[config.mk]
export PLATFORM = sky130hd
export DESIGN_NAME = instr_mem_loader_flat
export DESIGN_NICKNAME = d
export VERILOG_FILES = /design/src/rtl/instr_mem_loader_pkg.sv /design/src/rtl/instr_mem_loader_if.sv /design/src/rtl/instr_mem_loader_word_packer.sv /design/src/rtl/instr_mem_loader.sv /design/src/flat_wrapper.sv
export SDC_FILE = /design/constraint.sdc
export NUM_CORES = 1
export LEC_CHECK = 0
export BUFFER_PORTS_ARGS = -buffer_cell sky130_fd_sc_hd__buf_2
export CAP_MARGIN = 20
export CORE_MARGIN = 4
export CORE_UTILIZATION = 40
export DETAILED_ROUTE_END_ITERATION = 7
export SLEW_MARGIN = 20
export SYNTH_ARGS = -nofsm -noshare
export SYNTH_HDL_FRONTEND = slang
export SYNTH_SLANG_ARGS = --single-unit
[constraint.sdc]
create_clock -name clk -period 1.49 [get_ports clk]
set_input_delay 0.149 -clock clk [delete_from_list [all_inputs] [get_ports clk]]
set_output_delay 0.149 -clock clk [all_outputs]
set_load 0.01 [all_outputs]
[src/rtl/instr_mem_loader_pkg.sv]
// Shared types and constants for the instruction memory loader.
// LOADER_CHECKSUM_EN (see instr_mem_loader.sv) adds the trailing checksum stage.
package instr_mem_loader_pkg;

  localparam int unsigned DEFAULT_ADDR_WIDTH = 5;
  localparam int unsigned BYTES_PER_WORD     = 4;
  localparam int unsigned BYTE_IDX_W         = $clog2(BYTES_PER_WORD);

  typedef enum logic [2:0] {
    ST_IDLE,
    ST_COLLECT,
    ST_WRITE,
    ST_CHECK,
    ST_DONE
  } loader_state_e;

endpackage

[src/rtl/instr_mem_loader_if.sv]
// Host-side control, byte stream and instruction memory write bus of the loader.
// slave = loader side, master = host / memory side.
interface instr_mem_loader_if
  import instr_mem_loader_pkg::*;
#(
  parameter int unsigned ADDR_WIDTH = DEFAULT_ADDR_WIDTH,
  parameter int unsigned DATA_WIDTH = 32
);

  logic                  start;
  logic [ADDR_WIDTH:0]   word_count;
  logic                  byte_valid;
  logic [7:0]            byte_data;
  logic                  byte_ready;
  logic                  imem_we;
  logic [ADDR_WIDTH-1:0] imem_addr;
  logic [DATA_WIDTH-1:0] imem_wdata;
  logic                  cpu_hold;
  logic                  done;
  logic                  error;

  modport slave (
    input  start, word_count, byte_valid, byte_data,
    output byte_ready, imem_we, imem_addr, imem_wdata, cpu_hold, done, error
  );

  modport master (
    output start, word_count, byte_valid, byte_data,
    input  byte_ready, imem_we, imem_addr, imem_wdata, cpu_hold, done, error
  );

endinterface

[src/rtl/instr_mem_loader_word_packer.sv]
// Assembles accepted stream bytes into a little-endian instruction word.
// Byte k of a word ends up in bits [8k+7:8k] once all bytes have shifted in.
module loader_word_packer
  import instr_mem_loader_pkg::*;
(
  input  logic                          clk,
  input  logic                          reset,
  input  logic                          clear_i,
  input  logic                          accept_i,
  input  logic [7:0]                    byte_i,
  output logic                          last_byte_o,
  output logic                          word_full_o,
  output logic [8*BYTES_PER_WORD-1:0]   word_o
);

  localparam int unsigned WORD_W = 8 * BYTES_PER_WORD;
  localparam logic [BYTE_IDX_W-1:0] LAST_IDX = BYTE_IDX_W'(BYTES_PER_WORD - 1);

  logic [BYTE_IDX_W-1:0] idx_q, idx_d;
  logic [WORD_W-1:0]     word_q, word_d;
  logic                  full_q, full_d;

  always_comb begin
    idx_d  = idx_q;
    word_d = word_q;
    full_d = full_q;
    if (clear_i) begin
      idx_d  = '0;
      full_d = 1'b0;
    end else if (accept_i) begin
      // New bytes enter at the top so the first byte finishes in the low lane.
      word_d = {byte_i, word_q[WORD_W-1:8]};
      idx_d  = idx_q + 1'b1;
      full_d = full_q | (idx_q == LAST_IDX);
    end
  end

  always_ff @(posedge clk) begin
    if (reset) begin
      idx_q  <= '0;
      word_q <= '0;
      full_q <= 1'b0;
    end else begin
      idx_q  <= idx_d;
      word_q <= word_d;
      full_q <= full_d;
    end
  end

  assign last_byte_o = (idx_q == LAST_IDX);
  assign word_full_o = full_q;
  assign word_o      = word_q;

endmodule

[src/rtl/instr_mem_loader.sv]
// Fills instruction memory from a byte stream while holding the CPU in reset.
// Optional macro LOADER_CHECKSUM_EN: a trailing mod-256 checksum byte is verified.
module instr_mem_loader
  import instr_mem_loader_pkg::*;
#(
  parameter int unsigned ADDR_WIDTH = DEFAULT_ADDR_WIDTH,
  parameter int unsigned DATA_WIDTH = 32
)(
  input  logic               clk,
  input  logic               reset,
  instr_mem_loader_if.slave  bus
);

  localparam int unsigned CNT_W = ADDR_WIDTH + 1;
  localparam logic [CNT_W-1:0] DEPTH = {1'b1, {ADDR_WIDTH{1'b0}}};

  loader_state_e state_q, state_d;
  logic [ADDR_WIDTH-1:0] word_idx_q, word_idx_d;
  logic [ADDR_WIDTH-1:0] last_idx_q, last_idx_d;
  logic done_q, done_d;
  logic error_q, error_d;
  logic hold_q, hold_d;
`ifdef LOADER_CHECKSUM_EN
  logic [7:0] sum_q, sum_d;
`endif

  logic byte_ready;
  logic imem_we;
  logic pk_clear, pk_accept, pk_last, pk_full;
  logic [8*BYTES_PER_WORD-1:0] pk_word;

  loader_word_packer u_packer (
    .clk         (clk),
    .reset       (reset),
    .clear_i     (pk_clear),
    .accept_i    (pk_accept),
    .byte_i      (bus.byte_data),
    .last_byte_o (pk_last),
    .word_full_o (pk_full),
    .word_o      (pk_word)
  );

  always_comb begin
    state_d    = state_q;
    word_idx_d = word_idx_q;
    last_idx_d = last_idx_q;
    error_d    = error_q;
    pk_clear   = 1'b0;
    pk_accept  = 1'b0;
    byte_ready = 1'b0;
    imem_we    = 1'b0;
`ifdef LOADER_CHECKSUM_EN
    sum_d      = sum_q;
`endif

    unique case (state_q)
      ST_IDLE, ST_DONE: begin
        if (bus.start) begin
          error_d    = 1'b0;
          word_idx_d = '0;
          pk_clear   = 1'b1;
          last_idx_d = ADDR_WIDTH'(bus.word_count - 1'b1);
`ifdef LOADER_CHECKSUM_EN
          sum_d      = '0;
`endif
          if (bus.word_count == '0) begin
            state_d = ST_DONE;
          end else if (bus.word_count > DEPTH) begin
            state_d = ST_DONE;
            error_d = 1'b1;
          end else begin
            state_d = ST_COLLECT;
          end
        end
      end
      ST_COLLECT: begin
        byte_ready = 1'b1;
        if (bus.byte_valid) begin
          pk_accept = 1'b1;
`ifdef LOADER_CHECKSUM_EN
          sum_d     = sum_q + bus.byte_data;
`endif
          if (pk_last) state_d = ST_COLLECT == ST_COLLECT ? ST_WRITE : ST_WRITE;
        end
      end
      ST_WRITE: begin
        imem_we  = pk_full;
        pk_clear = 1'b1;
        if (word_idx_q == last_idx_q) begin
`ifdef LOADER_CHECKSUM_EN
          state_d = ST_CHECK;
`else
          state_d = ST_DONE;
`endif
        end else begin
          word_idx_d = word_idx_q + 1'b1;
          state_d    = ST_COLLECT;
        end
      end
`ifdef LOADER_CHECKSUM_EN
      ST_CHECK: begin
        byte_ready = 1'b1;
        if (bus.byte_valid) begin
          error_d = (bus.byte_data != sum_q);
          state_d = ST_DONE;
        end
      end
`endif
      default: state_d = ST_IDLE;
    endcase

    // Status outputs are registered copies of where the FSM is heading.
    done_d = (state_d == ST_DONE);
    hold_d = !((state_d == ST_DONE) && !error_d);
  end

  always_ff @(posedge clk) begin
    if (reset) begin
      state_q    <= ST_IDLE;
      word_idx_q <= '0;
      last_idx_q <= '0;
      done_q     <= 1'b0;
      error_q    <= 1'b0;
      hold_q     <= 1'b1;
`ifdef LOADER_CHECKSUM_EN
      sum_q      <= '0;
`endif
    end else begin
      state_q    <= state_d;
      word_idx_q <= word_idx_d;
      last_idx_q <= last_idx_d;
      done_q     <= done_d;
      error_q    <= error_d;
      hold_q     <= hold_d;
`ifdef LOADER_CHECKSUM_EN
      sum_q      <= sum_d;
`endif
    end
  end

  assign bus.byte_ready = byte_ready;
  assign bus.imem_we    = imem_we;
  assign bus.imem_addr  = word_idx_q;
  assign bus.imem_wdata = DATA_WIDTH'(pk_word);
  assign bus.cpu_hold   = hold_q;
  assign bus.done       = done_q;
  assign bus.error      = error_q;

endmodule

[src/flat_wrapper.sv]
// flat-port wrapper written by rule: the top's interface ports become plain ports
module instr_mem_loader_flat import instr_mem_loader_pkg::*;
#(
  parameter int unsigned ADDR_WIDTH = DEFAULT_ADDR_WIDTH,
  parameter int unsigned DATA_WIDTH = 32
)
  (clk, reset, bus_start, bus_word_count, bus_byte_valid, bus_byte_data, bus_byte_ready, bus_imem_we, bus_imem_addr, bus_imem_wdata, bus_cpu_hold, bus_done, bus_error);
  instr_mem_loader_if #(.ADDR_WIDTH(ADDR_WIDTH), .DATA_WIDTH(DATA_WIDTH)) bus_i ();
  input  logic clk;
  input  logic reset;
  input wire logic [$bits(bus_i.start)-1:0] bus_start;
  input wire logic [$bits(bus_i.word_count)-1:0] bus_word_count;
  input wire logic [$bits(bus_i.byte_valid)-1:0] bus_byte_valid;
  input wire logic [$bits(bus_i.byte_data)-1:0] bus_byte_data;
  output wire logic [$bits(bus_i.byte_ready)-1:0] bus_byte_ready;
  output wire logic [$bits(bus_i.imem_we)-1:0] bus_imem_we;
  output wire logic [$bits(bus_i.imem_addr)-1:0] bus_imem_addr;
  output wire logic [$bits(bus_i.imem_wdata)-1:0] bus_imem_wdata;
  output wire logic [$bits(bus_i.cpu_hold)-1:0] bus_cpu_hold;
  output wire logic [$bits(bus_i.done)-1:0] bus_done;
  output wire logic [$bits(bus_i.error)-1:0] bus_error;
  assign bus_i.start = bus_start;
  assign bus_i.word_count = bus_word_count;
  assign bus_i.byte_valid = bus_byte_valid;
  assign bus_i.byte_data = bus_byte_data;
  assign bus_byte_ready = bus_i.byte_ready;
  assign bus_imem_we = bus_i.imem_we;
  assign bus_imem_addr = bus_i.imem_addr;
  assign bus_imem_wdata = bus_i.imem_wdata;
  assign bus_cpu_hold = bus_i.cpu_hold;
  assign bus_done = bus_i.done;
  assign bus_error = bus_i.error;
  instr_mem_loader #(.ADDR_WIDTH(ADDR_WIDTH), .DATA_WIDTH(DATA_WIDTH)) u_core (.clk(clk), .reset(reset), .bus(bus_i));
endmodule
==> results of run 1 <==
==> synthesized netlist by cell type <==
cell type | count | area (um2)
sky130_fd_sc_hd__nand2b_1 | 1 | 6.26
sky130_fd_sc_hd__buf_6 | 3 | 33.8
sky130_fd_sc_hd__nor2_1 | 14 | 52.6
sky130_fd_sc_hd__xor2_1 | 5 | 43.8
sky130_fd_sc_hd__mux2i_1 | 5 | 50.1
sky130_fd_sc_hd__nand4_1 | 2 | 12.5
sky130_fd_sc_hd__nor3b_1 | 2 | 15.0
sky130_fd_sc_hd__nor3_1 | 2 | 10.0
sky130_fd_sc_hd__nand3_1 | 1 | 5.00
sky130_fd_sc_hd__buf_2 | 1 | 5.00
sky130_fd_sc_hd__or3_1 | 4 | 25.0
sky130_fd_sc_hd__clkbuf_1 | 8 | 30.0
sky130_fd_sc_hd__a21boi_0 | 1 | 7.51
sky130_fd_sc_hd__a21o_1 | 3 | 22.5
sky130_fd_sc_hd__nor4b_2 | 1 | 15.0
sky130_fd_sc_hd__o21bai_1 | 1 | 7.51
sky130_fd_sc_hd__inv_1 | 2 | 7.51
sky130_fd_sc_hd__a21oi_1 | 41 | 205
sky130_fd_sc_hd__and2_1 | 2 | 12.5
sky130_fd_sc_hd__o21ai_0 | 1 | 5.00
sky130_fd_sc_hd__xnor2_1 | 4 | 35.0
sky130_fd_sc_hd__dfxtp_1 | 51 | 1020
sky130_fd_sc_hd__a211oi_1 | 5 | 37.5
sky130_fd_sc_hd__ha_1 | 3 | 37.5
sky130_fd_sc_hd__nand2_1 | 77 | 289
sky130_fd_sc_hd__nor3b_2 | 1 | 12.5
sky130_fd_sc_hd__and3b_1 | 1 | 8.76
sky130_fd_sc_hd__nor3b_4 | 1 | 18.8
sky130_fd_sc_hd__a211o_1 | 1 | 8.76
sky130_fd_sc_hd__a22oi_1 | 1 | 7.51
sky130_fd_sc_hd__buf_4 | 1 | 7.51
sky130_fd_sc_hd__a31oi_1 | 1 | 6.26
==> worst max-delay path, delay by kind of cell, from the launching register on <==
kind | cells | cell delay [ns]
DFF | 1 | 0.40
and+or+nand+nor | 2 | 0.30
buffers and inverters | 2 | 0.25
==> sequential cells by signal, summed over array words and instances (netlist names) <==
name / cells
u_core.bus.imem_addr: 5
u_core.u_packer.word_full_o: 1
u_core.last_idx_q: 5
u_core.u_packer.idx_q: 2
u_core.state_q: 3
u_core.bus.error: 1
u_core.u_packer.word_o: 32
u_core.bus.done: 1
u_core.bus.cpu_hold: 1
==> logic make-up (layout without fill, tap and decap cells) <==
logic type               after synthesis  in the layout  synth area share
buffers and inverters                 15             85            0.0407
AND/OR/NAND/NOR                      109            109             0.234
flip-flops                            51             51             0.495
multiplexers                           5              5            0.0243
XOR/XNOR                               9              9            0.0382
AO/OA/AOI/OAI                         55             55             0.149
adder cells (fa/ha/maj)                3              3            0.0182
==> metal layers <==
metal  wire, um  vias to the layer above
met1       2400                      773
met5          0                        -
met2       1980                       39
met4         38                        0
met3        242                        6
li1           -                      959
==> repair_timing <==
| item | 4_1_cts | 5_1_grt |
|---|---|---|
| pin swaps | 0 | 0 |
| setup buffers | 0 | 0 |
| resized for setup | 1 | 7 |
| setup endpoints to repair | 1 | 30 |
==> worst max-delay path by stage <==
stage          cells past startpoint                                 endpoint  slack, ns
5_1_grt                            5  u_core.u_packer.word_o[21]$_SDFFE_PP0P_       0.01
6_report                           4                              bus_imem_we       0.09
2_1_floorplan                      6           u_core.bus.cpu_hold$_SDFF_PP1_       0.12
4_1_cts                            4                              bus_imem_we       0.01
3_5_place_dp                       8           u_core.bus.cpu_hold$_SDFF_PP1_      -0.03
3_3_place_gp                       7           u_core.bus.cpu_hold$_SDFF_PP1_       0.02
==> area by class of cell <==
| cell class | count | area (um2) | share of cell area |
|---|---|---|---|
| well taps | 67 | 83.8 | 0.0318 |
| clock buffers | 5 | 68.8 | 0.0261 |
| flip-flops and latches | 51 | 1030 | 0.390 |
| repair buffers | 75 | 434 | 0.165 |
| clock inverters | 3 | 47.5 | 0.0181 |
| multi-input cells | 181 | 965 | 0.366 |
| inverters | 2 | 7.51 | 0.00285 |
==> where the power goes <==
| group | switching [mW] | leakage (nW) | internal (mW) |
|---|---|---|---|
| Sequential | 0.0234 | 0.415 | 1.39 |
| Clock | 0.479 | 0.0587 | 0.510 |
| Combinational | 0.140 | 0.680 | 0.109 |
| Total | 0.643 | 1.15 | 2.01 |
==> stage by stage <==
step                       util  total power, mW  instance area [um2]  setup WS, ns
after floorplan               -             1.60                 2060         0.121
after global placement    0.515             1.70                 2500        0.0190
after detailed placement  0.515             1.70                 2500       -0.0257
after CTS                 0.539             2.68                 2620        0.0133
after global routing      0.543             2.78                 2630        0.0105
final                     0.543             2.65                 2630        0.0935
==> impl_summary.txt, run 1 <==
----------------------------------------------------
[Outcome]
  Status ... finished, final reports clean

[CTS]
  Cell at the root of the clock tree ... sky130_fd_sc_hd__clkbuf_8
  Clock tree from TritonCTS ... built
  Number of buffers inserted during clock tree synthesis ... 5
  Number of H-tree levels ... 2
  Hold buffers post-CTS ... 0
  Total number of clock tree sinks ... 51
  Clock input transition at the sequential cells of the worst setup and hold paths ... 0.10 ns
  Largest buffer count on any clock path ... 2
  Clock latency at the later pin of the worst-skew pair ... 0.30 ns

[STA]
  Transition time of the tightest slew-check pin ... 0.344 ns
  Clock period minus worst slack ... 1.40 ns
  Accumulated negative setup slack ... 0 ns
  Unrepaired setup endpoints after global routing ... false
  Number of hold violations in the final report ... 0
  Relative slew slack ... 0.770
  Worst hold slack ... 0.0778 ns
  Pins over their slew limit ... 0
  Clock Skew ... 0.00731 ns
  Setup violation total in the final timing report ... 0
  Maximum frequency from static timing analysis ... 716 MHz
  Tcrit/Tclk final ... 0.937

[Power]
  Worst voltage drop across the vdd grid ... 0.594 mV
  Static leakage ... 1.15 nW
  Pwr dens ... 1010 nW/um2

[Worst setup path]
  Crit path launch type ... flop
  Worst flop-to-flop path startpoint ... u_core.state_q[0]$_SDFF_PP0_
  Crit path DAT ... 1.25 ns
  Critical Path Source ... u_core.state_q[1]$_SDFF_PP0_
  Endpoint of the worst-slack reg-to-reg timing path ... u_core.u_packer.word_o[21]$_SDFFE_PP0P_
  Cell type of the slowest stage on the worst timing path ... sky130_fd_sc_hd__dfxtp_4
  Worst reg-to-reg path cell count ... 5
  Maximum fanout encountered on the critical timing path ... 6
  Type of the worst setup path ... reg2out
  Worst Setup End Kind ... output port
  Worst path cell trace ... nor3b_2 > buf_4 > and2_4 > buf_6
  R2R setup slack ... 0.13 ns
  CP peak stage delay ... 0.40 ns
  Worst EP required ... 1.34 ns

[Finish]
  Fill cell count ... 492
  Synth-to-Final Area Change ... 27.7%
  Count of nets after finishing ... 337
  Most common cell after layout, fill and taps aside ... sky130_fd_sc_hd__nand2_1
  Fraction of final layout cells with drive strength greater than 1 ... 0.287
  Total inserted antenna cells ... 0
  Post-layout instance count excluding filler cells ... 384
  Commonest non-fill, non-tap cells in the layout ... 77 x sky130_fd_sc_hd__nand2_1, 58 x sky130_fd_sc_hd__buf_2, 48 x sky130_fd_sc_hd__dfxtp_1

[Synth]
  Distinct cell type count after synthesis ... 32
  Yosys warnings ... 0
  Average size of a mapped cell ... 8.35 um2
  Post-Synthesis Cell Area ... 2060 um2
  Flops & latches, synth ... 51
  Synthesized netlist net count ... 268
  Sequential element share of the synthesized area ... 0.495
  Post-synthesis cell count ... 247

[Global route]
  Global-route track usage on met3 ... 0.0418
  Met1 Track Usage GR ... 0.216
  Via count of the first global-routing pass ... 1,675
  Sum of overflow across all layers after global routing ... 0
  Pin count of the biggest net entering global routing ... 35
  Routing usage on met2 ... 0.230
  Global-route wire length before repair ... 7860 um
  Antenna violations before repair ... 0
  Gr busiest metal ... met2
  Total routing resource utilization after global routing ... 0.153

[Place]
  Last weighted congestion value of the routability-driven placer ... 0.869
  Quantity of I/O buffers inserted on ports ... 59
  Post-DP HPWL ... 3260 um
  # placed instances ... 376

[Worst hold path]
  Class of the tightest hold or removal check ... in2reg
  Critical hold path startpoint ... bus_byte_data[4]
  Hold endpoint ... u_core.u_packer.word_o[28]$_SDFFE_PP0P_
  Worst Hold Path Cells ... 3

[Die]
  X dimension of the die ... 79.8 um
  Std-Cell Core Area ... 4850 um2
  Std-Cell Rows ... 25
  Die H ... 79.8 um
  Die area ... 6370 um2
  Starting density of the core ... 0.425
  I/O Pins ... 60

[Route]
  Vias per cell ... 4.63
  Final routed wirelength across all metal layers ... 4670 um
  Total number of vias ... 1,777
  Iteration count of the initial detailed-routing pass ... 4
  Number of nets with antenna violations after routing ... 0
  Detailed router's first-iteration violation count ... 131
  Post-detailed-route wirelength per cell ... 12.2 um
  Drc violations ... 0

[Job]
  Number of maximum-capacitance violations ... 0

----------------------------------------------------
No activity file was read; power rests on OpenSTA's default activity.
==> run 2, diff against run 1 <==
--- a/config.mk
+++ b/config.mk
@@ -13,4 +13,5 @@
 export SLEW_MARGIN = 20
 export SYNTH_ARGS = -nofsm -noshare
 export SYNTH_HDL_FRONTEND = slang
+export SYNTH_HIERARCHICAL = 1
 export SYNTH_SLANG_ARGS = --single-unit
==> impl_summary.txt, run 2 <==
----------------------------------------------------
[Outcome]
  Status ... finished, final reports clean

[Power]
  Comb pwr share ... 0.122
  Pwr dens ... 847 nW/um2
  Fraction of power consumed by sequential logic ... 0.567
  Cell internal power dissipation ... 1.88 mW
  Worst voltage drop across the vdd grid ... 0.316 mV
  Switching portion of total power ... 0.244
  Net load switching power ... 0.608 mW
  Share of power burned in the clock network ... 0.311
  Static leakage ... 1.34 nW

[Worst setup path]
  Buf+Inv Stages, Crit Path ... 1
  Crit path DAT ... 1.70 ns
  Dominant delay contributor by cell family on the critical path ... simple AND/OR/NAND/NOR gates
  CP peak stage delay ... 0.37 ns
  Cell type of the slowest stage on the worst timing path ... sky130_fd_sc_hd__dfxtp_4
  Worst Setup End Kind ... flop
  Maximum fanout encountered on the critical timing path ... 5
  Type of the worst setup path ... reg2reg
  Worst EP required ... 1.72 ns
  Worst path cell trace ... nor3b_4 > or2_4 > nor2b_4 > clkbuf_16 > mux2i_1
  Crit path launch type ... flop

[STA]
  Accumulated negative setup slack ... 0 ns
  Clock Skew ... 0.00769 ns
  Transition time of the tightest slew-check pin ... 0.471 ns
  Tcrit/Tclk final ... 0.984
  Unrepaired setup endpoints after global routing ... true
  Pins over their slew limit ... 0
  Setup violation total in the final timing report ... 0
  Worst hold slack ... 0.119 ns
  Maximum frequency from static timing analysis ... 682 MHz
  Worst setup margin ... 0.0234 ns
  Clock period minus worst slack ... 1.47 ns
  Number of hold violations in the final report ... 0
  Relative slew slack ... 0.686

[Finish]
  Number of flip-flops under the largest register name ... 32
  Core Util, Final ... 0.537
  Fraction of final layout cells with drive strength greater than 1 ... 0.354
  Count of nets after finishing ... 317
  Most common cell after layout, fill and taps aside ... sky130_fd_sc_hd__buf_2
  Fill cell count ... 532
  Post-layout instance count excluding filler cells ... 369
  Total inserted antenna cells ... 0
  Commonest non-fill, non-tap cells in the layout ... 58 x sky130_fd_sc_hd__buf_2, 49 x sky130_fd_sc_hd__dfxtp_1, 33 x sky130_fd_sc_hd__nand2b_1
  Synth-to-Final Area Change ... 30.7%

[Synth]
  Main synth FF type ... sky130_fd_sc_hd__dfxtp_1
  Distinct cell type count after synthesis ... 39
  Share of the synthesized area in the top cell type ... 0.454
  Post-synthesis cell count ... 220
  Post-Synthesis Cell Area ... 2250 um2
  Share of async-settable or async-resettable flops after synthesis ... 0
  Flops & latches, synth ... 51
  Synthesized netlist net count ... 241
  Cell type contributing the most total cell area after synthesis ... sky130_fd_sc_hd__dfxtp_1
  Average size of a mapped cell ... 10.2 um2
  Synth area leaders ... sky130_fd_sc_hd__dfxtp_1 45%, sky130_fd_sc_hd__mux2i_1 13%, sky130_fd_sc_hd__nand2b_1 9.2%
  Cell with the most instances after synthesis ... sky130_fd_sc_hd__dfxtp_1
  EDFF count, synth ... 0
  Top cells by count, synth ... 51 x sky130_fd_sc_hd__dfxtp_1, 33 x sky130_fd_sc_hd__nand2b_1, 30 x sky130_fd_sc_hd__mux2i_1
  Sequential element share of the synthesized area ... 0.454
  Yosys warnings ... 6

[Worst hold path]
  Class of the tightest hold or removal check ... in2reg

[CTS]
  Clock tree from TritonCTS ... built
  Clock latency at the later pin of the worst-skew pair ... 0.30 ns
  Clock input transition at the sequential cells of the worst setup and hold paths ... 0.09 ns
  Number of buffers inserted during clock tree synthesis ... 5
  Largest buffer count on any clock path ... 2
  Cell at the root of the clock tree ... sky130_fd_sc_hd__clkbuf_8
  Number of H-tree levels ... 2
  Total number of clock tree sinks ... 51

[Global route]
  Total routing resource utilization after global routing ... 0.145
  Global-route wire length before repair ... 8250 um
  Antenna violations before repair ... 0
  Sum of overflow across all layers after global routing ... 0
  Via count of the first global-routing pass ... 1,760
  Pin count of the biggest net entering global routing ... 31

[Die]
  I/O Pins ... 60
  Die H ... 83.0 um
  Die area ... 6880 um2
  Starting density of the core ... 0.411
  Std-Cell Rows ... 27
  X dimension of the die ... 83.0 um
  Std-Cell Core Area ... 5470 um2

[Route]
  Iteration count of the initial detailed-routing pass ... 4
  Vias per cell ... 4.83
  Post-detailed-route wirelength per cell ... 13.4 um
  Drc violations ... 0
  Final routed wirelength across all metal layers ... 4950 um
  Total number of vias ... 1,781
  Number of nets with antenna violations after routing ... 0
  Detailed router's first-iteration violation count ... 86

[Place]
  # placed instances ... 355
  Post-DP HPWL ... 3460 um
  Minimum setup slack after placement ... -0.208 ns
  Quantity of I/O buffers inserted on ports ... 59
  Last weighted congestion value of the routability-driven placer ... 0.795

[Job]
  Number of maximum-capacitance violations ... 0

----------------------------------------------------
==> run 2: cell count changes after synthesis, moves of 2 or more <==
| cell | change |
|---|---|
| sky130_fd_sc_hd__clkbuf_1 | -2 |
| sky130_fd_sc_hd__nand4bb_1 | +7 |
| sky130_fd_sc_hd__o21ai_1 | +8 |
| sky130_fd_sc_hd__mux2i_1 | +25 |
| sky130_fd_sc_hd__nand2_1 | -69 |
| sky130_fd_sc_hd__nor3_1 | +3 |
| sky130_fd_sc_hd__nand2b_1 | +32 |
| sky130_fd_sc_hd__a21o_1 | -2 |
| sky130_fd_sc_hd__or2_2 | +2 |
| sky130_fd_sc_hd__a21oi_1 | -33 |
==> run 2: cell type report <==
class | count | area [um2] | share of cell area
multi-input combinational | 157 | 1210 | 0.413
sequential | 51 | 1030 | 0.350
timing repair buffer | 79 | 515 | 0.175
tap | 72 | 90.1 | 0.0307
clock buffer | 6 | 72.6 | 0.0247
clock inverter | 2 | 11.3 | 0.00383
inverter | 2 | 7.51 | 0.00256
==> run 2: worst paths after layout <==
check | slack [ns] | cells after the start | start | to
max | 0.02 | 5 | u_core/state_q[1]$_SDFF_PP0_ | u_core/u_packer/word_o[22]$_SDFFE_PP0P_
max reg2reg | 0.02 | 5 | u_core/state_q[1]$_SDFF_PP0_ | u_core/u_packer/word_o[22]$_SDFFE_PP0P_
min reg2reg | 0.48 | 2 | u_core/u_packer/word_o[4]$_SDFFE_PP0P_ | u_core/u_packer/word_o[4]$_SDFFE_PP0P_
min | 0.12 | 3 | bus_byte_data[4] | u_core/u_packer/word_o[28]$_SDFFE_PP0P_
==> run 2: power by group through the flow <==
stage / clock network (mW) / registers [mW] / logic, mW
6_report: 0.774 / 1.41 / 0.304
5_1_grt: 0.870 / 1.41 / 0.334
4_1_cts: 0.816 / 1.41 / 0.280
3_5_place_dp: 0 / 1.44 / 0.278
3_3_place_gp: 0 / 1.44 / 0.277
2_1_floorplan: 0 / 1.44 / 0.173
==> run 2: kinds of logic after synthesis <==
kind of cell | count (synthesis) | share of synthesized area
simple gates | 85 | 0.243
flops | 51 | 0.454
xor+xnor | 9 | 0.0351
mux | 30 | 0.134
fa+ha+maj | 3 | 0.0167
compound gates | 29 | 0.0852
buf+inv | 13 | 0.0323
==> run 2: what timing repair did <==
| action | in CTS | in global routing |
|---|---|---|
| resized for setup | 0 | 10 |
| hold buffers | 0 | 0 |
| endpoints found under the hold margin | 0 | 0 |
| setup buffers | 0 | 3 |
| setup endpoints to repair | 0 | 30 |
==> run 2: through the flow <==
step | total power [mW] | area, um2
global route | 2.62 | 2940
finish | 2.49 | 2940
detailed placement | 1.72 | 2720
CTS | 2.50 | 2810
floorplan | 1.62 | 2280
global placement | 1.72 | 2720
==> run 2: worst register-to-register path: stages, from the launching register on <==
cell	delay, ns
sky130_fd_sc_hd__dfxtp_4	0.37
sky130_fd_sc_hd__nor3b_4	0.16
sky130_fd_sc_hd__or2_4	0.29
sky130_fd_sc_hd__nor2b_4	0.22
sky130_fd_sc_hd__clkbuf_16	0.19
sky130_fd_sc_hd__mux2i_1	0.18
==> run 2: layer usage <==
| layer | GRT usage | share of wire | vias up |
|---|---|---|---|
| li1 | - | - | 925 |
| met1 | 0.176 | 0.46 | 816 |
| met2 | 0.246 | 0.48 | 34 |
| met3 | 0.0446 | 0.043 | 6 |
| met4 | 0.0446 | 0.012 | 0 |
| met5 | 0 | 0 | - |
==> run 3, diff against run 2 <==
--- a/config.mk
+++ b/config.mk
@@ -10,6 +10,7 @@
 export CORE_MARGIN = 4
 export CORE_UTILIZATION = 40
 export DETAILED_ROUTE_END_ITERATION = 7
+export RECOVER_POWER = 100
 export SLEW_MARGIN = 20
 export SYNTH_ARGS = -nofsm -noshare
 export SYNTH_HDL_FRONTEND = slang
==> impl_summary.txt, run 3 (synthesized netlist as in run 2, its figures left out) <==
----------------------------------------------------
[Finish]
  Multi-input gate area ... 1210 um2
  Commonest non-fill, non-tap cells in the layout ... 49 x sky130_fd_sc_hd__dfxtp_1, 37 x sky130_fd_sc_hd__clkbuf_1, 33 x sky130_fd_sc_hd__nand2b_1
  Fill cell count ... 554
  Fraction of final layout cells with drive strength greater than 1 ... 0.232
  Number of flip-flops under the largest register name ... 32
  Sequential cell area ... 1030 um2
  Core Util, Final ... 0.529
  Total inserted antenna cells ... 0
  Area of all placed cells without fillers ... 2890 um2
  Synth-to-Final Area Change ... 28.7%
  Post-layout instance count excluding filler cells ... 369
  Most common cell after layout, fill and taps aside ... sky130_fd_sc_hd__dfxtp_1
  Count of nets after finishing ... 317

[Worst setup path]
  Crit path DAT ... 1.70 ns
  Crit path launch type ... flop
  Type of the worst setup path ... reg2reg
  Worst EP required ... 1.72 ns
  Maximum fanout encountered on the critical timing path ... 5
  Worst Setup End Kind ... flop

[Route]
  Total number of vias ... 1,783
  Post-detailed-route wirelength per cell ... 13.5 um
  Number of nets with antenna violations after routing ... 0
  Iteration count of the initial detailed-routing pass ... 4
  Final routed wirelength across all metal layers ... 5000 um
  Detailed router's first-iteration violation count ... 79
  Vias per cell ... 4.83
  Drc violations ... 0

[STA]
  Tcrit/Tclk final ... 0.984
  Clock Skew ... 0.00796 ns
  Pins over their slew limit ... 0
  Transition time of the tightest slew-check pin ... 0.471 ns
  Relative slew slack ... 0.686
  Maximum frequency from static timing analysis ... 682 MHz
  Clock period minus worst slack ... 1.47 ns
  Number of hold violations in the final report ... 0
  Setup violation total in the final timing report ... 0
  Unrepaired setup endpoints after global routing ... true

[CTS]
  Number of buffers inserted during clock tree synthesis ... 5
  Largest buffer count on any clock path ... 2
  Clock input transition at the sequential cells of the worst setup and hold paths ... 0.09 ns
  Clock latency at the later pin of the worst-skew pair ... 0.30 ns
  Clock tree from TritonCTS ... built
  Total number of clock tree sinks ... 51
  Cell at the root of the clock tree ... sky130_fd_sc_hd__clkbuf_8
  Hold buffers post-CTS ... 0
  Number of H-tree levels ... 2

[Global route]
  Global-route track usage on met3 ... 0.0446
  Met1 Track Usage GR ... 0.176
  Gr busiest metal ... met2
  Routing usage on met2 ... 0.246
  Global-route wire length before repair ... 8250 um
  Sum of overflow across all layers after global routing ... 0
  Antenna violations before repair ... 0
  Total routing resource utilization after global routing ... 0.145
  Via count of the first global-routing pass ... 1,760
  Pin count of the biggest net entering global routing ... 31

[Power]
  Fraction of power consumed by sequential logic ... 0.567
  Comb pwr share ... 0.121
  Static leakage ... 1.18 nW
  Worst voltage drop across the vdd grid ... 0.316 mV
  Cell internal power dissipation ... 1.88 mW
  Overall power of the completed layout ... 2.49 mW
  Net load switching power ... 0.609 mW
  Switching portion of total power ... 0.245
  Pwr dens ... 859 nW/um2
  Share of power burned in the clock network ... 0.311

[Place]
  Post-DP HPWL ... 3460 um
  Last weighted congestion value of the routability-driven placer ... 0.795
  Quantity of I/O buffers inserted on ports ... 59
  Cell area after placement ... 2720 um2
  # placed instances ... 355

[Die]
  X dimension of the die ... 83.0 um
  Die area ... 6880 um2
  Std-Cell Core Area ... 5470 um2
  Die H ... 83.0 um
  I/O Pins ... 60
  Std-Cell Rows ... 27
  Starting density of the core ... 0.411

[Worst hold path]
  Class of the tightest hold or removal check ... in2reg

[Job]
  Number of maximum-capacitance violations ... 0

[Outcome]
  Status ... finished, final reports clean

----------------------------------------------------
[run 3: cell count changes in the layout (fill, tap and decap cells not counted)]
cell,delta
sky130_fd_sc_hd__buf_2,-36
sky130_fd_sc_hd__clkbuf_1,+36
[run 3: final timing paths]
kind | startpoint | endpoint | slack, ns | cells past startpoint
setup / recovery | u_core/state_q[1]$_SDFF_PP0_ | u_core/u_packer/word_o[22]$_SDFFE_PP0P_ | 0.02 | 5
hold / removal | bus_byte_data[4] | u_core/u_packer/word_o[28]$_SDFFE_PP0P_ | 0.12 | 3
setup reg to reg | u_core/state_q[1]$_SDFF_PP0_ | u_core/u_packer/word_o[22]$_SDFFE_PP0P_ | 0.02 | 5
hold reg to reg | u_core/u_packer/word_o[1]$_SDFFE_PP0P_ | u_core/u_packer/word_o[1]$_SDFFE_PP0P_ | 0.48 | 2
[run 3: layout make-up]
class | count | area share
Clock buffer | 6 | 0.0251
Sequential cell | 51 | 0.356
Multi-Input combinational cell | 157 | 0.419
Clock inverter | 2 | 0.00389
Tap cell | 72 | 0.0311
Timing Repair Buffer | 79 | 0.163
Inverter | 2 | 0.00260
[run 3: power by group through the flow]
stage	clock, mW	combinational [mW]	sequential (mW)
after floorplan	0	0.173	1.44
after global placement	0	0.277	1.44
after detailed placement	0	0.278	1.44
after CTS	0.816	0.280	1.41
after global routing	0.870	0.331	1.41
final	0.774	0.302	1.41
[run 3: critical path: stages, from the launching register on]
cell	delay, ns
sky130_fd_sc_hd__dfxtp_4	0.37
sky130_fd_sc_hd__nor3b_4	0.16
sky130_fd_sc_hd__or2_4	0.29
sky130_fd_sc_hd__nor2b_4	0.21
sky130_fd_sc_hd__clkbuf_16	0.19
sky130_fd_sc_hd__mux2i_1	0.18
[run 3: what timing repair did]
item,CTS,global route
resized for setup,0,10
setup buffers,0,3
endpoints found under the setup margin,0,30
[run 3: metrics by stage]
| stage | worst slack, ns | setup TNS [ns] | hold slack [ns] |
|---|---|---|---|
| 3_3_place_gp | -0.147 | -0.280 | 0.422 |
| 6_report | 0.0234 | 0 | 0.119 |
| 5_1_grt | -0.0488 | -0.291 | 0.114 |
| 2_1_floorplan | 0.0201 | 0 | 0.245 |
| 3_5_place_dp | -0.208 | -0.480 | 0.429 |
| 4_1_cts | 0.00634 | 0 | 0.109 |
[run 3: per-layer routing]
layer | routed length, um | part of all wire
met2 | 2400 | 0.48
met3 | 221 | 0.044
met5 | 0 | 0
met4 | 60 | 0.012
met1 | 2320 | 0.46
